[src/rtl/vector_types_pkg.sv]
// Shared types and helpers for the vector micro-op sequencer.
//   sew_t       : element width encoding (8/16/32/64 bits)
//   vlmul_t     : register group multiplier encoding (1/2/4/8)
//   seq_state_t : sequencer FSM state
//   epr_shift   : log2 of elements-per-register for a given VLEN, SEW and widening
//   lmul_log2   : log2 of the register group size, fractional settings collapse to 1
package vector_types_pkg;

    typedef enum logic [1:0] {
        SEW8  = 2'd0,
        SEW16 = 2'd1,
        SEW32 = 2'd2,
        SEW64 = 2'd3
    } sew_t;

    typedef enum logic [2:0] {
        LMUL1 = 3'd0,
        LMUL2 = 3'd1,
        LMUL4 = 3'd2,
        LMUL8 = 3'd3
    } vlmul_t;

    typedef enum logic {
        IDLE  = 1'b0,
        ISSUE = 1'b1
    } seq_state_t;

    // Elements per register is VLEN / (SEW * (widen ? 2 : 1)); return its log2.
    // A 2*SEW64 operand on a 64-bit VLEN would be below one element per
    // register, so the shift saturates at zero instead of going negative.
    function automatic logic [3:0] epr_shift(input int vlen_log2, input sew_t sew,
                                             input logic widen);
        int s;
        s = vlen_log2 - 3 - int'(sew) - int'(widen);
        if (s < 0) begin
            return 4'd0;
        end else begin
            return 4'(s);
        end
    endfunction

    // Encodings 4..7 are fractional LMUL, which still occupy one register.
    function automatic logic [1:0] lmul_log2(input logic [2:0] lmul);
        if (lmul[2]) begin
            return 2'd0;
        end else begin
            return lmul[1:0];
        end
    endfunction

endpackage

[src/rtl/vreg_offset_calc.sv]
// Register index calculator for one vector operand.
//   base      in  5     first register of the operand's group
//   elem      in  VL_W  element index of lane 0 of the current uop
//   sew       in  2     element width of the op
//   widen     in  1     operand is held at 2*SEW
//   lmul_log2 in  2     log2 of the group size at SEW
//   idx       out 5     register holding element 'elem'
//   ovf       out 1     group (base .. base+span-1) runs past register 31
module vreg_offset_calc
    import vector_types_pkg::*;
#(
    parameter int VLEN = 128,
    parameter int VL_W = $clog2(VLEN + 1)
) (
    input  logic [4:0]      base,
    input  logic [VL_W-1:0] elem,
    input  sew_t            sew,
    input  logic            widen,
    input  logic [1:0]      lmul_log2,
    output logic [4:0]      idx,
    output logic            ovf
);

    localparam int VLEN_LOG2 = $clog2(VLEN);

    logic [3:0] shift_s;
    logic [2:0] span_log2_s;
    logic [5:0] span_s;

    // Register offset within the group and group-overflow detection.
    // A widened operand spans twice as many registers as its LMUL setting.
    always_comb begin
        shift_s     = epr_shift(VLEN_LOG2, sew, widen);
        idx         = base + 5'(elem >> shift_s);
        span_log2_s = {1'b0, lmul_log2} + {2'b00, widen};
        span_s      = 6'd1 << span_log2_s;
        ovf         = ({1'b0, base} + span_s) > 6'd32;
    end

endmodule

[src/rtl/vector_uop_sequencer.sv]
// Expands one decoded vector op into per-cycle micro-ops of LANES elements.
//   CLK, RST                 clock, synchronous active-high reset
//   op_valid/op_ready        decoded-op handshake (ready only in IDLE)
//   op_vs1/vs2/vd            base register indices
//   op_sew, op_lmul          element width, register group multiplier
//   op_vl, op_vstart         active length and first element
//   op_vd_widen, op_vs2_widen, op_vd_narrow, op_reduction   operand shape
//   flush                    abandon the current sequence
//   uop_valid/uop_ready      micro-op handshake
//   uop_vs1/vs2/vd, uop_elem, uop_lane_en, uop_first, uop_last   micro-op fields
//   op_done                  pulse when an op has fully issued (or was empty)
//   illegal                  pulse when an op's register group overflows
//   busy                     sequencer is issuing
module vector_uop_sequencer
    import vector_types_pkg::*;
#(
    parameter int VLEN  = 128,
    parameter int LANES = 2,
    parameter int VL_W  = $clog2(VLEN + 1)
) (
    input  logic             CLK,
    input  logic             RST,
    input  logic             op_valid,
    output logic             op_ready,
    input  logic [4:0]       op_vs1,
    input  logic [4:0]       op_vs2,
    input  logic [4:0]       op_vd,
    input  logic [1:0]       op_sew,
    input  logic [2:0]       op_lmul,
    input  logic [VL_W-1:0]  op_vl,
    input  logic [VL_W-1:0]  op_vstart,
    input  logic             op_vd_widen,
    input  logic             op_vs2_widen,
    input  logic             op_vd_narrow,
    input  logic             op_reduction,
    input  logic             flush,
    output logic             uop_valid,
    input  logic             uop_ready,
    output logic [4:0]       uop_vs1,
    output logic [4:0]       uop_vs2,
    output logic [4:0]       uop_vd,
    output logic [VL_W-1:0]  uop_elem,
    output logic [LANES-1:0] uop_lane_en,
    output logic             uop_first,
    output logic             uop_last,
    output logic             op_done,
    output logic             illegal,
    output logic             busy
);

    localparam logic [VL_W-1:0] LANE_MASK = VL_W'(LANES - 1);
    localparam logic [VL_W-1:0] LANES_W   = VL_W'(LANES);

    seq_state_t state_r, state_n_s;

    // Operand fields captured when an op starts issuing
    logic [4:0]      vs1_r, vs2_r, vd_r;
    sew_t            sew_r;
    logic [VL_W-1:0] vl_r, vstart_r;
    logic            vd_widen_r, vs2_wide_r, red_r;

    // Operand source: live op inputs while IDLE, captured copy while ISSUE
    logic            idle_s;
    logic [4:0]      src_vs1_s, src_vs2_s, src_vd_s;
    sew_t            src_sew_s;
    logic [VL_W-1:0] src_vl_s, src_vstart_s;
    logic            src_vd_widen_s, src_vs2_wide_s, src_red_s;

    logic [VL_W-1:0]  elem_n_s;
    logic [LANES-1:0] lane_en_n_s;
    logic             first_n_s, last_n_s, load_s, done_n_s, illegal_n_s;
    logic [4:0]       vs1_idx_s, vs2_idx_s, vd_idx_s;
    logic             vs1_ovf_s, vs2_ovf_s, vd_ovf_s, ovf_s;
    logic [1:0]       lmul_log2_s;

    assign idle_s   = (state_r == IDLE);
    assign op_ready = idle_s;
    assign busy     = ~idle_s;

    // Select where the next uop's operand description comes from.
    always_comb begin
        if (idle_s) begin
            src_vs1_s      = op_vs1;
            src_vs2_s      = op_vs2;
            src_vd_s       = op_vd;
            src_sew_s      = sew_t'(op_sew);
            src_vl_s       = op_vl;
            src_vstart_s   = op_vstart;
            src_vd_widen_s = op_vd_widen;
            src_vs2_wide_s = op_vs2_widen | op_vd_narrow;
            src_red_s      = op_reduction;
        end else begin
            src_vs1_s      = vs1_r;
            src_vs2_s      = vs2_r;
            src_vd_s       = vd_r;
            src_sew_s      = sew_r;
            src_vl_s       = vl_r;
            src_vstart_s   = vstart_r;
            src_vd_widen_s = vd_widen_r;
            src_vs2_wide_s = vs2_wide_r;
            src_red_s      = red_r;
        end
    end

    assign lmul_log2_s = lmul_log2(op_lmul);

    vreg_offset_calc #(.VLEN(VLEN), .VL_W(VL_W)) u_vs1_calc (
        .base(src_vs1_s), .elem(elem_n_s), .sew(src_sew_s), .widen(1'b0),
        .lmul_log2(lmul_log2_s), .idx(vs1_idx_s), .ovf(vs1_ovf_s)
    );

    vreg_offset_calc #(.VLEN(VLEN), .VL_W(VL_W)) u_vs2_calc (
        .base(src_vs2_s), .elem(elem_n_s), .sew(src_sew_s), .widen(src_vs2_wide_s),
        .lmul_log2(lmul_log2_s), .idx(vs2_idx_s), .ovf(vs2_ovf_s)
    );

    vreg_offset_calc #(.VLEN(VLEN), .VL_W(VL_W)) u_vd_calc (
        .base(src_vd_s), .elem(elem_n_s), .sew(src_sew_s), .widen(src_vd_widen_s),
        .lmul_log2(lmul_log2_s), .idx(vd_idx_s), .ovf(vd_ovf_s)
    );

    // Reductions keep vs1/vd on a single register, so only vs2 can overflow.
    assign ovf_s = vs2_ovf_s | (~src_red_s & (vs1_ovf_s | vd_ovf_s));

    // Next-state, next element and pulse generation.
    always_comb begin
        state_n_s   = state_r;
        elem_n_s    = uop_elem;
        first_n_s   = 1'b0;
        load_s      = 1'b0;
        done_n_s    = 1'b0;
        illegal_n_s = 1'b0;
        if (flush) begin
            state_n_s = IDLE;
        end else begin
            case (state_r)
                IDLE: begin
                    if (op_valid) begin
                        if (op_vstart >= op_vl) begin
                            done_n_s = 1'b1;
                        end else if (ovf_s) begin
                            illegal_n_s = 1'b1;
                        end else begin
                            state_n_s = ISSUE;
                            elem_n_s  = op_vstart & ~LANE_MASK;
                            first_n_s = 1'b1;
                            load_s    = 1'b1;
                        end
                    end else begin
                        state_n_s = IDLE;
                    end
                end
                ISSUE: begin
                    if (uop_ready) begin
                        if (uop_last) begin
                            state_n_s = IDLE;
                            done_n_s  = 1'b1;
                        end else begin
                            elem_n_s = uop_elem + LANES_W;
                            load_s   = 1'b1;
                        end
                    end else begin
                        state_n_s = ISSUE;
                    end
                end
                default: begin
                    state_n_s = IDLE;
                end
            endcase
        end
    end

    // Lane enables and last flag for the uop about to be loaded.
    always_comb begin
        lane_en_n_s = '0;
        for (int i = 0; i < LANES; i++) begin
            lane_en_n_s[i] = (({1'b0, elem_n_s} + (VL_W + 1)'(i)) >= {1'b0, src_vstart_s}) &&
                             (({1'b0, elem_n_s} + (VL_W + 1)'(i)) <  {1'b0, src_vl_s});
        end
        last_n_s = ({1'b0, elem_n_s} + (VL_W + 1)'(LANES)) >= {1'b0, src_vl_s};
    end

    // FSM state, pulses and registered uop outputs.
    always_ff @(posedge CLK) begin
        if (RST) begin
            state_r     <= IDLE;
            op_done     <= 1'b0;
            illegal     <= 1'b0;
            uop_valid   <= 1'b0;
            uop_vs1     <= 5'd0;
            uop_vs2     <= 5'd0;
            uop_vd      <= 5'd0;
            uop_elem    <= '0;
            uop_lane_en <= '0;
            uop_first   <= 1'b0;
            uop_last    <= 1'b0;
        end else begin
            state_r   <= state_n_s;
            op_done   <= done_n_s;
            illegal   <= illegal_n_s;
            uop_valid <= (state_n_s == ISSUE);
            if (state_n_s != ISSUE) begin
                uop_vs1     <= 5'd0;
                uop_vs2     <= 5'd0;
                uop_vd      <= 5'd0;
                uop_elem    <= '0;
                uop_lane_en <= '0;
                uop_first   <= 1'b0;
                uop_last    <= 1'b0;
            end else if (load_s) begin
                uop_vs1     <= src_red_s ? src_vs1_s : vs1_idx_s;
                uop_vs2     <= vs2_idx_s;
                uop_vd      <= src_red_s ? src_vd_s : vd_idx_s;
                uop_elem    <= elem_n_s;
                uop_lane_en <= lane_en_n_s;
                uop_first   <= first_n_s;
                uop_last    <= last_n_s;
            end
        end
    end

    // Capture the op description when it starts issuing.
    always_ff @(posedge CLK) begin
        if (RST) begin
            vs1_r      <= 5'd0;
            vs2_r      <= 5'd0;
            vd_r       <= 5'd0;
            sew_r      <= SEW8;
            vl_r       <= '0;
            vstart_r   <= '0;
            vd_widen_r <= 1'b0;
            vs2_wide_r <= 1'b0;
            red_r      <= 1'b0;
        end else if (load_s && idle_s) begin
            vs1_r      <= src_vs1_s;
            vs2_r      <= src_vs2_s;
            vd_r       <= src_vd_s;
            sew_r      <= src_sew_s;
            vl_r       <= src_vl_s;
            vstart_r   <= src_vstart_s;
            vd_widen_r <= src_vd_widen_s;
            vs2_wide_r <= src_vs2_wide_s;
            red_r      <= src_red_s;
        end
    end

endmodule
[config.mk]
export PLATFORM = sky130hd
export DESIGN_NAME = vector_uop_sequencer
export DESIGN_NICKNAME = d
export VERILOG_FILES = /design/src/rtl/vector_types_pkg.sv /design/src/rtl/vreg_offset_calc.sv /design/src/rtl/vector_uop_sequencer.sv
export SDC_FILE = /design/constraint.sdc
export NUM_CORES = 1
export LEC_CHECK = 0
export CORE_MARGIN = 3
export CORE_UTILIZATION = 53
export CTS_BUF_LIST = sky130_fd_sc_hd__clkbuf_4
export CTS_CLUSTER_DIAMETER = 120
export CTS_CLUSTER_SIZE = 30
export DETAILED_ROUTE_END_ITERATION = 10
export PLACE_DENSITY_LB_ADDON = 0.2
export SLEW_MARGIN = 30
export SYNTH_ARGS = -nofsm -noshare
export SYNTH_HDL_FRONTEND = slang
export SYNTH_SLANG_ARGS = --single-unit
[constraint.sdc]
create_clock -name CLK -period 6.3 [get_ports CLK]
set_input_delay 1.575 -clock CLK [delete_from_list [all_inputs] [get_ports CLK]]
set_output_delay 1.575 -clock CLK [all_outputs]
set_load 0.005 [all_outputs]
### After elaboration in Yosys (flattened, before gate mapping)

Cells that the tools add are included.

* shifts and indexed selects: 6
* add/subtract/negate cells: 14
* reductions and logical operators: 6
* bitwise operators: 8
* magnitude comparators: 12
* mux-type cells: 40

Operator list (count)
* less-than comparator 32 x 1 -> 1 bit, second input constant: 3
* two-way mux 8 bit: 8
* subtractor 32 x 2 -> 32 bit: 2
* two-way mux 5 bit: 5
* >> shifter 8 x 4 -> 5 bit: 3
* adder 5 x 6 -> 6 bit: 3
* greater-or-equal comparator 9 x 8 -> 1 bit: 2
* greater-than comparator 6 bit, second input constant: 3
* two-way mux 1 bit: 18
* greater-or-equal comparator 8 bit: 2
* case mux 8 bit (2 select lines): 1
* adder 5 bit: 3
* two-way mux 4 bit: 3
* left shift 1 x 3 -> 6 bit, first input constant: 2
* adder 8 x 1 -> 9 bit, second input constant: 1
* adder 8 x 2 -> 9 bit, second input constant: 1
* less-than comparator 9 x 8 -> 1 bit: 1
* adder 8 x 2 -> 8 bit, second input constant: 1
* less-than comparator 8 bit: 1
* adder 2 x 1 -> 3 bit: 2
* case mux 1 bit (2 select lines): 3
* left shift 1 x 2 -> 6 bit, first input constant: 1
* OR reduction 5 bit: 1
* two-way mux 2 bit: 2
* other kinds (6): 14

* logic and storage cells: 105
* bits of input ports: 45
* output and inout port bits: 32
* register bits: 66

### Logic depth before layout (Yosys ltp)

* word-level depth: 16
* depth in mapped cells: 36
* depth with buffers taken out: 31

### Hierarchy

A second synthesis with hierarchy kept.

* cell total of the unflattened synthesis: 801
* area total of the unflattened synthesis: 6774.0 um2

Modules (own cells, without submodules)
* vector_uop_sequencer: cells an instance 509, area each 4409.2 um2, instances 1, sequential area each 1321.3 um2
* vreg_offset_calc (u_vd_calc ...): cells an instance 95, area each 779.5 um2, instances 2, sequential area each 0.0 um2
* vreg_offset_calc (u_vs2_calc): cells an instance 102, area each 805.8 um2, instances 1, sequential area each 0.0 um2

### Least setup slack after synthesis

OpenSTA, ideal clock, no wires.

* path kind: reg2reg
* start point: reg state_r (netlist: busy)
* end point: reg uop_lane_en[0]
* data required time: 6230 ps
* path slack: -755 ps
* setup time: 70 ps
* period minus slack after synthesis: 7055 ps
* data arrival time: 6985 ps
* buffers on the path: 4
* stages on the path, launching flop included: 32
* cell sequence: dfxtp_1 > buf_2 > buf_1 > clkbuf_1 > buf_1 > o21ai_0 > ha_1 > ha_1 > nor2b_1 > nor2b_1 > ha_1 > inv_1 > fa_1 > xnor2_1 > nor4b_1 > o211ai_1 > a221oi_4 > nand2b_1 > a2bb2oi_1 > o22ai_2 > inv_1 > ha_1 > nor2b_1 > o21a_1 > o21a_1 > o21ai_0 > nand2b_1 > a21oi_1 > nor2b_1 > o21ai_0 > or4b_2 > a21oi_1

* elaborated cells between the ends (all ways): 40
* those cells by class: add/sub (5); order compare (5); shift (2); mux (20); bitwise (6); reduce/logical (2)

RTL lines
* from (decl): line vector_uop_sequencer.sv:54 `seq_state_t state_r, state_n_s;`
* from (signal assigned): line vector_uop_sequencer.sv:198 `state_r <= state_n_s;`
* two-way mux 1 bit (*): line vector_uop_sequencer.sv:82 `if (idle_s) begin`
* net src_vs2_wide_s: line vector_uop_sequencer.sv:67 `logic src_vd_widen_s, src_vs2_wide_s, src_red_s;`
* adder 2 x 1 -> 3 bit (*): line vreg_offset_calc.sv:35 `span_log2_s = {1'b0, lmul_log2} + {2'b00, widen};`
* left shift 1 x 3 -> 6 bit (*): line vreg_offset_calc.sv:36 `span_s = 6'd1 << span_log2_s;`
* adder 5 x 6 -> 6 bit (*): line vreg_offset_calc.sv:37 `ovf = ({1'b0, base} + span_s) > 6'd32;`
* greater-than comparator 6 bit (*): line vreg_offset_calc.sv:37
* bitwise OR 1 bit (*): line vector_uop_sequencer.sv:123 `assign ovf_s = vs2_ovf_s | (~src_red_s & (vs1_ovf_s | vd_ovf_s));`
* two-way mux 8 bit (*): line vector_uop_sequencer.sv:141 `end else if (ovf_s) begin`
* two-way mux 8 bit (*): line vector_uop_sequencer.sv:139 `if (op_vstart >= op_vl) begin`
* two-way mux 8 bit (*): line vector_uop_sequencer.sv:138 `if (op_valid) begin`
* case mux 8 bit (2 select lines) (*): line vector_uop_sequencer.sv:136 `case (state_r)`
* two-way mux 8 bit (*): line vector_uop_sequencer.sv:133 `if (flush) begin`
* net elem_n_s[1]: line vector_uop_sequencer.sv:69 `logic [VL_W-1:0] elem_n_s;`
* greater-or-equal comparator 8 bit / less-than comparator 8 bit (equally long branches): line vector_uop_sequencer.sv:177, vector_uop_sequencer.sv:178
* logical AND 1 bit (*): line vector_uop_sequencer.sv:177 `lane_en_n_s[i] = (({1'b0, elem_n_s} + (VL_W + 1)'(i)) >= {1'b0, src_vstart_s}) &&`
* to (signal assigned): line vector_uop_sequencer.sv:215 `uop_lane_en <= lane_en_n_s;`
* to (decl): line vector_uop_sequencer.sv:43 `output logic [LANES-1:0] uop_lane_en,`

Mark *: on every way through the listed nets, which the timed path passes. The rest lies on a longest branch.
A chain may end at the register's enable or synchronous reset.

### Final worst setup path

* start point: in op_lmul[2]
* end point: reg uop_vd[4]

* cells in the longest elaborated chain, start to end: 16
* elaborated cells between the ends (all ways): 32
* those cells by class: add/sub (6); order compare (3); shift (4); mux (14); bitwise (4); reduce/logical (1)

Ends and longest elaborated chain
* from (decl): line vector_uop_sequencer.sv:29 `input logic [2:0] op_lmul,`
* two-way mux 2 bit (*): line vector_types_pkg.sv:44 `if (lmul[2]) begin`
* adder 2 x 1 -> 3 bit: line vreg_offset_calc.sv:35
* left shift 1 x 3 -> 6 bit: line vreg_offset_calc.sv:36
* adder 5 x 6 -> 6 bit: line vreg_offset_calc.sv:37
* greater-than comparator 6 bit: line vreg_offset_calc.sv:37
* bitwise OR 1 bit: line vector_uop_sequencer.sv:123
* bitwise AND 1 bit: line vector_uop_sequencer.sv:123
* bitwise OR 1 bit (*): line vector_uop_sequencer.sv:123
* two-way mux 8 bit: line vector_uop_sequencer.sv:141
* two-way mux 8 bit: line vector_uop_sequencer.sv:139
* two-way mux 8 bit: line vector_uop_sequencer.sv:138
* case mux 8 bit (2 select lines): line vector_uop_sequencer.sv:136
* two-way mux 8 bit: line vector_uop_sequencer.sv:133
* >> shifter 8 x 4 -> 5 bit: line vreg_offset_calc.sv:34 `idx = base + 5'(elem >> shift_s);`
* adder 5 bit: line vreg_offset_calc.sv:34
* two-way mux 5 bit: line vector_uop_sequencer.sv:213 `uop_vd <= src_red_s ? src_vd_s : vd_idx_s;`
* to (signal assigned): line vector_uop_sequencer.sv:213
* to (decl): line vector_uop_sequencer.sv:41 `output logic [4:0] uop_vd,`

Every way passes the cells marked *; elsewhere a longest branch is shown, timed or not.

==> results.toml <==
[outcome]
outcome = "finished, violations left"
violations = "negative setup slack"

[synthesis]
synthCells = 764
synth_warnings = 0
syn_area_mm2 = 0.00619
seq_area_frac_synth_pct = 21.4
synth_top_flop_cell = "dfxtp_1"
synth_largest_area_cell = "dfxtp_1"
yosys.area.top_type_share_pct = 21.4
ys_top_cells_by_area = "dfxtp_1 21%, ha_1 17%, mux2i_1 6.1%"
synth_edf_count = 0
avgSynthCellArea_um2 = 8.10
synth_nets = 900
yosysUniqueCellTypes = 71
synth_async_sr_flop_share_pct = 0
synth-seq-cells = 66

[clock_network]
htreeDepth = 3
clockRootBuffer = "clkbuf_4"
numCtsBuffers = 9
insertion_delay_ns = 0.44
ctsHoldBuffers = 0
cts_sinks = 66
clk_transition_reported_paths_ns = 0.12
cts_tree = "built"
clk_path_buf_depth = 2

[final_layout]
postLayoutCoreUtil_pct = 78.0
drive_gt1_share_pct = 28.3
final_cell_mix = "119 x buf_4, 75 x nor2_1, 73 x ha_1"
stdcell_count = 1090
top_regs = "uop_elem: 8 flops, vl_r: 8 flops, vstart_r: 8 flops"
area_growth_pct = 40.2
layout_commonest_cell = "buf_4"
nets = 1081
finalInstanceArea_mm2 = 0.00867
fillerInstances = 784

[detailed_routing]
wl_met2_um = 9670
dr_wl_met3_um = 1790
drt-total-wl_um = 21200
drc_errors = 0
wl_per_cell_um = 19.4
num_vias = 6563
highest_layer = "met4"
wirelength_met1_um = 9170
firstDrtPassIters = 6
drt_iter0_drc = 438
drtAntennaViolNets = 0
via_per_inst = 6.02

[power]
internal-power_mw = 0.927
combPwrFrac_pct = 54.8
vdd_drop_max_mv = 0.129
power.density_mw_per_mm2 = 178
p_seq_share_pct = 29.3
p_total_mw = 1.54
leakage_nw = 3.76
switching_power_mw = 0.615
clkPwrFrac_pct = 15.8
netSwitchingFraction_pct = 39.9

[grt]
grt_use_total_pct = 31.8
grt-ovfl-total = 0
grt_max_degree = 40
grt_pass1_vias = 6571
grt_first_pass_wirelength_um = 32900
antenna_found_initial = 1

[timing]
period_share_pct = 102
maxSlewHeadroom_pct = 37.9
fmax_mhz = 156
setup_viol = 4
period_minus_slack_ns = 6.40
tns_ns = -0.248
finalHoldViolCount = 0
slew_violations = 0
hold_slack_ns = 0.467
finClkSkew_ns = 0.0257
rsz0062_at_grt = "true"
finalWorstSetupSlack_ns = -0.102
tightest_slew_ns = 0.906

[min_path]
holdCritPathClass = "reg -> reg"

[worst_setup_path]
critPathLaunchType = "primary input"
worst_ep_required_time_ns = 6.64
path_buf_inv = 5
worstSetupPathType = "in -> reg"
cpMostUsedCell = "nor2b_4"
cp_data_arrival_time_ns = 6.74
path_max_fanout = 5
endpoint_kind = "register"
cp_top_family = "compound AO/OA/AOI/OAI gates"
cpMaxStageDelayCell = "fa_2"
cpPeakStageDelay_ns = 0.39

[job]
cap_violations = 0

[placed_design]
placed_cell_area_mm2 = 0.00795
dpl.cell_count = 1055
port_buffers = 76
dpl.hpwl_um = 15400
dp_slack_ns = -1.07
gp_congestion = 0.941

[floorplan]
die_w_um = 114
fp.dieH_um = 114
dieArea_mm2 = 0.0130
rows = 38
ios = 77
initial_core_util_pct = 55.6
core_area_mm2 = 0.0111
-- cells by family after synthesis --
kind of cell / synth area share [%]
adder cells (fa/ha/maj): 19.1
AND/OR/NAND/NOR: 20.7
AO/OA/AOI/OAI: 20.0
buffers and inverters: 5.26
flip-flops: 21.4
multiplexers: 9.61
XOR/XNOR: 3.94
-- synthesized netlist by cell type, types with 3 or more instances --
| cell type | n |
|---|---|
| ha_1 | 85 |
| nor2_1 | 78 |
| nand2_1 | 70 |
| dfxtp_1 | 66 |
| a21oi_1 | 46 |
| inv_1 | 39 |
| mux2i_1 | 38 |
| o21ai_0 | 30 |
| a211oi_1 | 26 |
| clkbuf_1 | 22 |
| nor3_1 | 21 |
| nand3_1 | 20 |
| nor2b_1 | 19 |
| a21o_1 | 18 |
| nand2b_1 | 17 |
| xnor2_1 | 16 |
| mux2_2 | 13 |
| xor2_1 | 10 |
| and2_1 | 9 |
| o211ai_1 | 9 |
| and3_1 | 8 |
| o22ai_1 | 8 |
| buf_1 | 7 |
| fa_1 | 6 |
| nand4_1 | 6 |
| o21a_1 | 6 |
| buf_2 | 5 |
| nor3b_1 | 5 |
| a211o_1 | 3 |
| a31oi_1 | 3 |
| inv_2 | 3 |
| mux4_2 | 3 |
| nand3b_1 | 3 |
-- worst min-delay path: stages, from the launching register on --
cell and delay (ns):
dfxtp_1 0.33, nand2_1 0.05, a21oi_1 0.05
-- metal layers --
metal,up-vias,global-route usage (%)
met5,-,0
met4,0,9.34
met3,58,6.74
met2,311,51.1
met1,3098,43.1
li1,3096,-
-- timing repair --
item	CTS	global route
resized for setup	69	61
pin swaps	41	68
setup endpoints to repair	15	14
setup buffers	15	8
-- cell type report --
class / instances / area (µm²) / share of cell area [%]
multi-input combinational: 617 / 5120 / 59.0
inverter: 44 / 173 / 1.99
sequential: 66 / 1320 / 15.2
clock buffer: 10 / 75.1 / 0.865
antenna: 1 / 2.50 / 0.0288
clock inverter: 5 / 22.5 / 0.260
tap: 140 / 175 / 2.02
timing repair buffer: 207 / 1790 / 20.6
-- worst paths after layout --
check | start | to | slack [ns] | cells after the start
worst max register to register | busy | uop_vd[4] | 0.48 | 30
worst max-delay path | op_lmul[2] | uop_vd[4] | -0.10 | 29
worst min register to register | uop_vs1[2] | uop_vs1[2] | 0.47 | 2
worst min-delay path | uop_vs1[2] | uop_vs1[2] | 0.47 | 2
-- power by group through the flow --
stage	Combinational (mW)	Sequential (mW)	Clock, mW
6_report	0.845	0.452	0.244
5_1_grt	0.919	0.454	0.262
4_1_cts	0.770	0.451	0.244
3_5_place_dp	0.715	0.461	0
3_3_place_gp	0.688	0.459	0
2_1_floorplan	0.457	0.458	0
(Power assumes the default switching activity.)
